File: src/rtl/maze_pkg.sv
`default_nettype none
//==============================================================================
// Package : maze_pkg
// Brief   : Tile-type encodings, colour constants and renderer FSM state type.
// Rev     : 1.0  initial release
//==============================================================================
package maze_pkg;

    typedef enum logic [1:0] {
        TILE_WALL  = 2'd0,
        TILE_PATH  = 2'd1,
        TILE_START = 2'd2,
        TILE_GOAL  = 2'd3
    } tile_t;

    typedef enum logic [1:0] {
        ST_IDLE  = 2'd0,
        ST_ARMED = 2'd1,
        ST_DRAW  = 2'd2
    } state_t;

    // 3-3-2 packed RGB
    localparam logic [7:0] c_rgb_wall  = 8'h00;
    localparam logic [7:0] c_rgb_path  = 8'hFF;
    localparam logic [7:0] c_rgb_start = 8'h1C;
    localparam logic [7:0] c_rgb_goal  = 8'hE0;
    localparam logic [7:0] c_rgb_bg    = 8'h03;
    localparam logic [7:0] c_rgb_grid  = 8'h92;

    function automatic logic [7:0] tile_rgb(input tile_t tile);
        logic [7:0] rgb;
        rgb = c_rgb_wall;
        case (tile)
            TILE_WALL:  rgb = c_rgb_wall;
            TILE_PATH:  rgb = c_rgb_path;
            TILE_START: rgb = c_rgb_start;
            TILE_GOAL:  rgb = c_rgb_goal;
            default:    rgb = c_rgb_wall;
        endcase
        return rgb;
    endfunction

endpackage
`default_nettype wire

File: src/rtl/maze_tile_renderer_if.sv
`default_nettype none
//==============================================================================
// Interface : maze_tile_renderer_if
// Brief     : Tile RAM read bus between the renderer (master) and the maze RAM.
// Rev       : 1.0  initial release
//==============================================================================
interface maze_tile_renderer_if #(
    parameter int ADDR_W = 10
);
    logic [ADDR_W-1:0] cell_addr;
    logic [1:0]        cell_data;

    modport master (output cell_addr, input  cell_data);
    modport slave  (input  cell_addr, output cell_data);
endinterface
`default_nettype wire

File: src/rtl/maze_sync_delay.sv
`default_nettype none
//==============================================================================
// Module : maze_sync_delay
// Brief  : p_tick-gated delay line keeping hsync/vsync/video_on aligned to rgb.
// Rev    : 1.0  initial release
//==============================================================================
module maze_sync_delay #(
    parameter int DEPTH = 3
) (
    input  wire logic clk,
    input  wire logic rst_n,
    input  wire logic i_p_tick,
    input  wire logic i_hsync,
    input  wire logic i_vsync,
    input  wire logic i_video_on,
    output logic      o_hsync,
    output logic      o_vsync,
    output logic      o_video_on
);
    logic [DEPTH-1:0] hs_q, hs_d;
    logic [DEPTH-1:0] vs_q, vs_d;
    logic [DEPTH-1:0] vid_q, vid_d;

    always_comb begin
        hs_d  = hs_q;
        vs_d  = vs_q;
        vid_d = vid_q;
        if (i_p_tick) begin
            hs_d  = {hs_q[DEPTH-2:0],  i_hsync};
            vs_d  = {vs_q[DEPTH-2:0],  i_vsync};
            vid_d = {vid_q[DEPTH-2:0], i_video_on};
        end
    end

    // Syncs idle high, so they reset high; blanking resets low.
    always_ff @(posedge clk or negedge rst_n) begin
        if (!rst_n) begin
            hs_q  <= '1;
            vs_q  <= '1;
            vid_q <= '0;
        end else begin
            hs_q  <= hs_d;
            vs_q  <= vs_d;
            vid_q <= vid_d;
        end
    end

    assign o_hsync    = hs_q[DEPTH-1];
    assign o_vsync    = vs_q[DEPTH-1];
    assign o_video_on = vid_q[DEPTH-1];

endmodule
`default_nettype wire

File: src/rtl/maze_tile_renderer.sv
`default_nettype none
//==============================================================================
// Module : maze_tile_renderer
// Brief  : 3-stage tile-map renderer (geometry, RAM read, colour) with frame FSM.
// Config : define MAZE_GRID_EN to draw grid lines on each tile's first row/col.
// Rev    : 1.0  initial release
//==============================================================================
module maze_tile_renderer
    import maze_pkg::*;
#(
    parameter int TILE_SHIFT = 4,
    parameter int MAZE_MAX   = 32,
    parameter int COLOR_W    = 8
) (
    input  wire logic                       clk,
    input  wire logic                       reset,
    input  wire logic                       enable,
    input  wire logic                       p_tick,
    input  wire logic [9:0]                 pixel_x,
    input  wire logic [9:0]                 pixel_y,
    input  wire logic                       video_on,
    input  wire logic                       hsync,
    input  wire logic                       vsync,
    input  wire logic [9:0]                 x_coord,
    input  wire logic [9:0]                 y_coord,
    input  wire logic [$clog2(MAZE_MAX):0]  maze_width,
    input  wire logic [$clog2(MAZE_MAX):0]  maze_height,
    maze_tile_renderer_if.master            ram,
    output logic [COLOR_W-1:0]              rgb_out,
    output logic                            hsync_out,
    output logic                            vsync_out
);
    localparam int DIM_W  = $clog2(MAZE_MAX) + 1;
    localparam int ADDR_W = 2 * $clog2(MAZE_MAX);
    localparam logic [DIM_W-1:0] c_dim_max = DIM_W'(MAZE_MAX);

    state_t                  state_q, state_d;
    logic                    vs_prev_q, vs_prev_d;
    logic [9:0]              org_x_q, org_x_d, org_y_q, org_y_d;
    logic [DIM_W-1:0]        width_q, width_d, height_q, height_d;
    logic                    frame_start;

    logic signed [10:0]      dx, dy, tile_col, tile_row;
    logic                    in_maze;
    logic [ADDR_W-1:0]       addr_q, addr_d;
    logic                    s1_draw_q, s1_draw_d;
    tile_t                   s2_tile_q, s2_tile_d;
    logic                    s2_draw_q, s2_draw_d;
    logic [COLOR_W-1:0]      rgb_q, rgb_d;
    logic                    video_on_dly;

    assign frame_start = p_tick && vs_prev_q && !vsync;

    always_comb begin
        state_d = state_q;
        if (p_tick) begin
            case (state_q)
                ST_IDLE:  if (enable)                  state_d = ST_ARMED;
                ST_ARMED: if (frame_start)             state_d = ST_DRAW;
                ST_DRAW:  if (frame_start && !enable)  state_d = ST_IDLE;
                default:                               state_d = ST_IDLE;
            endcase
        end
    end

    // Geometry is frozen for a whole frame so mid-frame edits never tear it.
    always_comb begin
        vs_prev_d = p_tick ? vsync : vs_prev_q;
        org_x_d   = org_x_q;
        org_y_d   = org_y_q;
        width_d   = width_q;
        height_d  = height_q;
        if (frame_start) begin
            org_x_d  = x_coord;
            org_y_d  = y_coord;
            width_d  = (maze_width  > c_dim_max) ? c_dim_max : maze_width;
            height_d = (maze_height > c_dim_max) ? c_dim_max : maze_height;
        end
    end

    // Signed offsets: pixels left/above the origin go negative instead of wrapping.
    always_comb begin
        dx        = $signed({1'b0, pixel_x}) - $signed({1'b0, org_x_q});
        dy        = $signed({1'b0, pixel_y}) - $signed({1'b0, org_y_q});
        tile_col  = dx >>> TILE_SHIFT;
        tile_row  = dy >>> TILE_SHIFT;
        in_maze   = !tile_col[10] && !tile_row[10]
                    && (tile_col < $signed(11'(width_q)))
                    && (tile_row < $signed(11'(height_q)));
        addr_d    = addr_q;
        s1_draw_d = s1_draw_q;
        if (p_tick) begin
            if (in_maze) begin
                addr_d = ADDR_W'($unsigned(tile_row)) * ADDR_W'(MAZE_MAX)
                       + ADDR_W'($unsigned(tile_col));
            end
            s1_draw_d = in_maze && (state_q == ST_DRAW);
        end
    end

`ifdef MAZE_GRID_EN
    logic s1_grid_q, s1_grid_d, s2_grid_q, s2_grid_d;

    always_comb begin
        s1_grid_d = s1_grid_q;
        s2_grid_d = s2_grid_q;
        if (p_tick) begin
            s1_grid_d = (dx[TILE_SHIFT-1:0] == '0) || (dy[TILE_SHIFT-1:0] == '0);
            s2_grid_d = s1_grid_q;
        end
    end

    always_ff @(posedge clk or negedge reset) begin
        if (!reset) begin
            s1_grid_q <= 1'b0;
            s2_grid_q <= 1'b0;
        end else begin
            s1_grid_q <= s1_grid_d;
            s2_grid_q <= s2_grid_d;
        end
    end
`endif

    always_comb begin
        s2_tile_d = s2_tile_q;
        s2_draw_d = s2_draw_q;
        rgb_d     = rgb_q;
        if (p_tick) begin
            s2_tile_d = tile_t'(ram.cell_data);
            s2_draw_d = s1_draw_q;
            if (!s2_draw_q) begin
                rgb_d = COLOR_W'(c_rgb_bg);
            end
`ifdef MAZE_GRID_EN
            else if (s2_grid_q) begin
                rgb_d = COLOR_W'(c_rgb_grid);
            end
`endif
            else begin
                rgb_d = COLOR_W'(tile_rgb(s2_tile_q));
            end
        end
    end

    always_ff @(posedge clk or negedge reset) begin
        if (!reset) begin
            state_q   <= ST_IDLE;
            vs_prev_q <= 1'b1;
            org_x_q   <= '0;
            org_y_q   <= '0;
            width_q   <= '0;
            height_q  <= '0;
            addr_q    <= '0;
            s1_draw_q <= 1'b0;
            s2_tile_q <= TILE_WALL;
            s2_draw_q <= 1'b0;
            rgb_q     <= '0;
        end else begin
            state_q   <= state_d;
            vs_prev_q <= vs_prev_d;
            org_x_q   <= org_x_d;
            org_y_q   <= org_y_d;
            width_q   <= width_d;
            height_q  <= height_d;
            addr_q    <= addr_d;
            s1_draw_q <= s1_draw_d;
            s2_tile_q <= s2_tile_d;
            s2_draw_q <= s2_draw_d;
            rgb_q     <= rgb_d;
        end
    end

    maze_sync_delay #(.DEPTH(3)) u_sync_delay (
        .clk        (clk),
        .rst_n      (reset),
        .i_p_tick   (p_tick),
        .i_hsync    (hsync),
        .i_vsync    (vsync),
        .i_video_on (video_on),
        .o_hsync    (hsync_out),
        .o_vsync    (vsync_out),
        .o_video_on (video_on_dly)
    );

    assign ram.cell_addr = addr_q;
    assign rgb_out       = video_on_dly ? rgb_q : '0;

endmodule
`default_nettype wire

File: src/flat_wrapper.sv
// flat-port wrapper written by rule: the top's interface ports become plain ports
module maze_tile_renderer_flat import maze_pkg::*;
#(
    parameter int TILE_SHIFT = 4,
    parameter int MAZE_MAX   = 32,
    parameter int COLOR_W    = 8
)
  (clk, reset, enable, p_tick, pixel_x, pixel_y, video_on, hsync, vsync, x_coord, y_coord, maze_width, maze_height, rgb_out, hsync_out, vsync_out, ram_cell_addr, ram_cell_data);
  maze_tile_renderer_if #(.ADDR_W(10)) ram_i ();
  input  wire logic clk;
  input  wire logic reset;
  input  wire logic enable;
  input  wire logic p_tick;
  input  wire logic [9:0] pixel_x;
  input  wire logic [9:0] pixel_y;
  input  wire logic video_on;
  input  wire logic hsync;
  input  wire logic vsync;
  input  wire logic [9:0] x_coord;
  input  wire logic [9:0] y_coord;
  input  wire logic [$clog2(MAZE_MAX):0] maze_width;
  input  wire logic [$clog2(MAZE_MAX):0] maze_height;
  output logic [COLOR_W-1:0] rgb_out;
  output logic hsync_out;
  output logic vsync_out;
  output wire logic [$bits(ram_i.cell_addr)-1:0] ram_cell_addr;
  input wire logic [$bits(ram_i.cell_data)-1:0] ram_cell_data;
  assign ram_cell_addr = ram_i.cell_addr;
  assign ram_i.cell_data = ram_cell_data;
  maze_tile_renderer #(.TILE_SHIFT(TILE_SHIFT), .MAZE_MAX(MAZE_MAX), .COLOR_W(COLOR_W)) u_core (.clk(clk), .reset(reset), .enable(enable), .p_tick(p_tick), .pixel_x(pixel_x), .pixel_y(pixel_y), .video_on(video_on), .hsync(hsync), .vsync(vsync), .x_coord(x_coord), .y_coord(y_coord), .maze_width(maze_width), .maze_height(maze_height), .ram(ram_i), .rgb_out(rgb_out), .hsync_out(hsync_out), .vsync_out(vsync_out));
endmodule
File: config.mk
export PLATFORM = sky130hd
export DESIGN_NAME = maze_tile_renderer_flat
export DESIGN_NICKNAME = d
export VERILOG_FILES = /design/src/rtl/maze_pkg.sv /design/src/rtl/maze_tile_renderer_if.sv /design/src/rtl/maze_sync_delay.sv /design/src/rtl/maze_tile_renderer.sv /design/src/flat_wrapper.sv
export SDC_FILE = /design/constraint.sdc
export NUM_CORES = 1
export LEC_CHECK = 0
export CORE_ASPECT_RATIO = 1.2
export CORE_UTILIZATION = 45
export CTS_CLUSTER_DIAMETER = 150
export DETAILED_ROUTE_END_ITERATION = 7
export PLACE_DENSITY = 0.76
export SLEW_MARGIN = 40
export SYNTH_ARGS = -nofsm -noshare
export SYNTH_HDL_FRONTEND = slang
export SYNTH_SLANG_ARGS = --single-unit
File: constraint.sdc
create_clock -name clk -period 3.1 [get_ports clk]
set_input_delay 0.465 -clock clk [delete_from_list [all_inputs] [get_ports clk]]
set_output_delay 0.465 -clock clk [all_outputs]
set_load 0.01 [all_outputs]
==> reports/metrics.cfg, run 1 <==
[status]
status = complete, but fails checks
violations = negative setup slack

[place]
numPortBuffers = 80
placed_area_um2 = 4640
dp_hpwl_um = 5790
place_congestion = 0.843
place_inst = 527

[yosys]
synth.avg_cell_area_um2 = 10.4
synth_compound_area_share_pct = 14.6
synth_xor_area_share_pct = 3.56
yosys.area_share.adder_pct = 13.3
synthSimpleGateAreaFrac_pct = 10.5
synth_seq_cells = 60
synth_flop_cell = dfrtp_1
ys_warn_count = 0
synthesis.instances = 330
synth.distinct_cells = 46
synth.net_count = 427
async_flop_share_pct = 100
ys_seq_area_share_pct = 43.8
synthesis.area_um2 = 3440
synth.area.mux_share_pct = 7.81
synth-edff-count = 0
synth_top_family_by_area = compound AO/OA/AOI/OAI gates

[global_route]
overflow = 0
grt_pass1_wl_um = 13800
grt_max_degree = 40
grt_pass1_vias = 2938
grt_usage_pct = 23.0
antenna_found_initial = 0

[critical_path]
cpMaxStageDelayCell = dfrtp_1
reg2reg_from = u_core.org_x_q[1]
path_class = flip-flop to flip-flop
cp-start-kind = flip-flop
critPathRequiredTime_ns = 3.33
max_stage_delay_ns = 0.38
worstSetupStartpoint = u_core.org_x_q[1]
cp_max_fo = 5
arrival_ns = 3.75
end_kind = flip-flop
cp_cell_sequence = inv_2 -> ha_4 -> a2111oi_4 -> buf_4 -> o311ai_4 -> a31oi_1 -> xnor2_1 -> ha_1 -> and4_1 -> a221oi_2 -> o21ai_2 -> nor4_4 -> buf_6 -> mux2_4

[sta]
setup_ws_ns = -0.424
worst_pin_slew_ns = 0.669
rsz0062_at_grt = true
max_slew_margin_pct = 55.4
timing.final.crit_share_pct = 114
finalSetupViolations = 11
report.final.slew_viol_count = 0
clock_skew_ns = 0.0111
finalCriticalPeriod_ns = 3.52
timing.fmax_mhz = 284
hold_viol = 0

[routing]
drc = 0
vias = 2831
detail-route-antenna-nets = 0
via_per_inst = 5.10
wl_per_cell_um = 14.8
wl_um = 8200
first_pass_iters = 4
initialDrtViolationCount = 139

[clock_tree]
cts-root-buf = clkbuf_8
clkSinkCount = 60
htreeDepth = 3
cts_tree = built
holdBufCountCts = 0
clk_pin_slew_ns = 0.08
clk_latency_ns = 0.35
cts_buffers = 9
clockBufferDepth = 2

[cells_and_area]
antenna_cells = 0
final.fill_count = 552
syn2layout_area_growth_pct = 48.1
stdcell_area_um2 = 5100
drive_gt1_share_pct = 26.9
fin_nets = 557
final-instance-count-excl-fill = 555

[floorplanning]
fp.dieArea_um2 = 8010
num_rows = 34
die_w_um = 81.9
ios = 81
floorplan.initialDensity_pct = 47.1
core_um2 = 7320
die_h_um = 97.8

[pwr]
p_leak_nw = 2.32
power.density_nw_per_um2 = 731
fin_total_pwr_mw = 3.73
vdd_drop_max_v = 0.000396

[hold_path]
min_path_type = input pin to asynchronous set/reset pin

[flow_run]
max_cap_violations = 0

final cells by class:
cell class | instances | area, µm² | share of cell area [%]
clock buffers | 9 | 124 | 2.43
clock inverters | 7 | 101 | 1.99
inverters | 37 | 139 | 2.72
multi-input cells | 218 | 1890 | 37.0
flip-flops and latches | 60 | 1510 | 29.6
well taps | 90 | 113 | 2.21
repair buffers | 134 | 1230 | 24.1
final timing paths:
kind / end / slack (ns) / depth (start not counted)
worst max-delay path: u_core.ram.cell_addr[9] / -0.42 / 14
worst min-delay path: u_core.u_sync_delay.vid_q[2] / 0.14 / 1
worst max register to register: u_core.ram.cell_addr[9] / -0.42 / 14
worst min register to register: u_core.org_y_q[0] / 0.47 / 2
max in group asynchronous: u_core.org_y_q[8] / 2.33 / 2
min in group clk: u_core.org_y_q[0] / 0.47 / 2
kinds of logic (layout without fill, tap and decap cells):
| group | after synthesis | in the layout |
|---|---|---|
| mux | 21 | 21 |
| fa+ha+maj | 36 | 36 |
| simple gates | 70 | 70 |
| compound gates | 77 | 77 |
| flops | 60 | 60 |
| buf+inv | 52 | 187 |
| xor+xnor | 14 | 14 |
layer usage:
metal / wire length (µm) / up-vias / track usage [%] / part of all wire (%)
li1: - / 1385 / - / -
met5: 0 / - / 0 / 0
met3: 297 / 6 / 4.49 / 3.6
met2: 4320 / 70 / 39.2 / 53
met1: 3500 / 1370 / 27.9 / 43
met4: 82 / 0 / 8.91 / 1.0
Yosys cell counts (all sizes together) (2+ instances only):
master  count  share of area (%)
nand2      36                3.9
and2        3               0.55
nand3b      9                2.0
o21ai      38                5.5
nand2b      5                1.1
dfstp       6                4.6
xor2        5                1.3
a221oi      2                1.0
buf         8                1.6
inv        37                4.0
a21oi      13                1.9
o211ai      2               0.44
a31oi       4               0.73
nor3b       3               0.65
xnor2       9                2.3
o21a        3               0.65
dfrtp      54                 39
and3        2               0.36
clkbuf      7               0.76
mux2       20                7.5
nor2        7               0.76
a21o        4               0.87
ha         35                 13
metrics by stage:
stage | hold slack (ns) | util [%] | worst slack [ns] | setup TNS, ns
detailed placement | 0.456 | 63.5 | -1.02 | -10.81
global placement | 0.470 | 63.5 | -0.937 | -9.97
floorplan | 0.169 | - | -0.260 | -2.52
finish | 0.142 | 69.7 | -0.424 | -4.47
global route | 0.181 | 69.7 | -0.527 | -5.56
CTS | 0.156 | 69.4 | -0.401 | -4.21
sequential cells by signal, indices dropped and copies added, names as in the netlist:
signal and cells:
u_core.width_q 6, u_core.s1_draw_q 1, u_core.s2_tile_q 2, u_core.ram.cell_addr 10, u_core.state_q 2, u_core.u_sync_delay.vid_q 3, u_core.u_sync_delay.vs_q 3, u_core.org_x_q 10
u_core.height_q 6, u_core.rgb_q 3, u_core.u_sync_delay.hs_q 3, u_core.s2_draw_q 1, u_core.org_y_q 10
placed cells by master (no fill, tap or decap), drive strengths merged, types with 2 or more instances in the layout:
master         count
bufinv             2
o211ai             2
ha                35
nand2b             5
clkinv             3
nand2             36
inv               37
and2               3
buf               55
o21ai             38
dfstp              6
nor2               7
a31oi              4
clkbuf             9
a221oi             2
dfrtp             54
o21a               3
and3               2
a21o               4
xnor2              9
clkinvlp           2
xor2               5
dlygate4sd2        8
clkdlybuf4s50     71
mux2              20
nor3b              3
a21oi             13
nand3b             9
critical path: cells and delay by family (launching register included):
family,cells,cell delay [ns]
multiplexers,1,0.29
buffers and inverters,3,0.46
AO/OA/AOI/OAI,5,1.00
XOR/XNOR,1,0.19
AND/OR/NAND/NOR,2,0.56
adder cells (fa/ha/maj),2,0.51
flip-flops,1,0.38
power by group:
group          internal, mW  switching, mW
sequential            0.974         0.0988
combinational          1.05          0.807
clock                 0.456          0.342
total                  2.48           1.25
repair_timing:
item                       CTS  global route
setup endpoints to repair   11            11
pin swaps                   34            11
buffers inserted            11             1
gates resized for setup     33             2
No activity file was read; power rests on OpenSTA's default activity.
==> run 2: changes to the inputs <==
--- a/config.mk
+++ b/config.mk
@@ -9,6 +9,7 @@
 export CORE_UTILIZATION = 45
 export CTS_CLUSTER_DIAMETER = 150
 export DETAILED_ROUTE_END_ITERATION = 7
+export HOLD_SLACK_MARGIN = 0.06
 export PLACE_DENSITY = 0.76
 export SLEW_MARGIN = 40
 export SYNTH_ARGS = -nofsm -noshare
==> results of run 2 <==
Same layout as run 1: the final DEF is identical, and so are final timing and power.
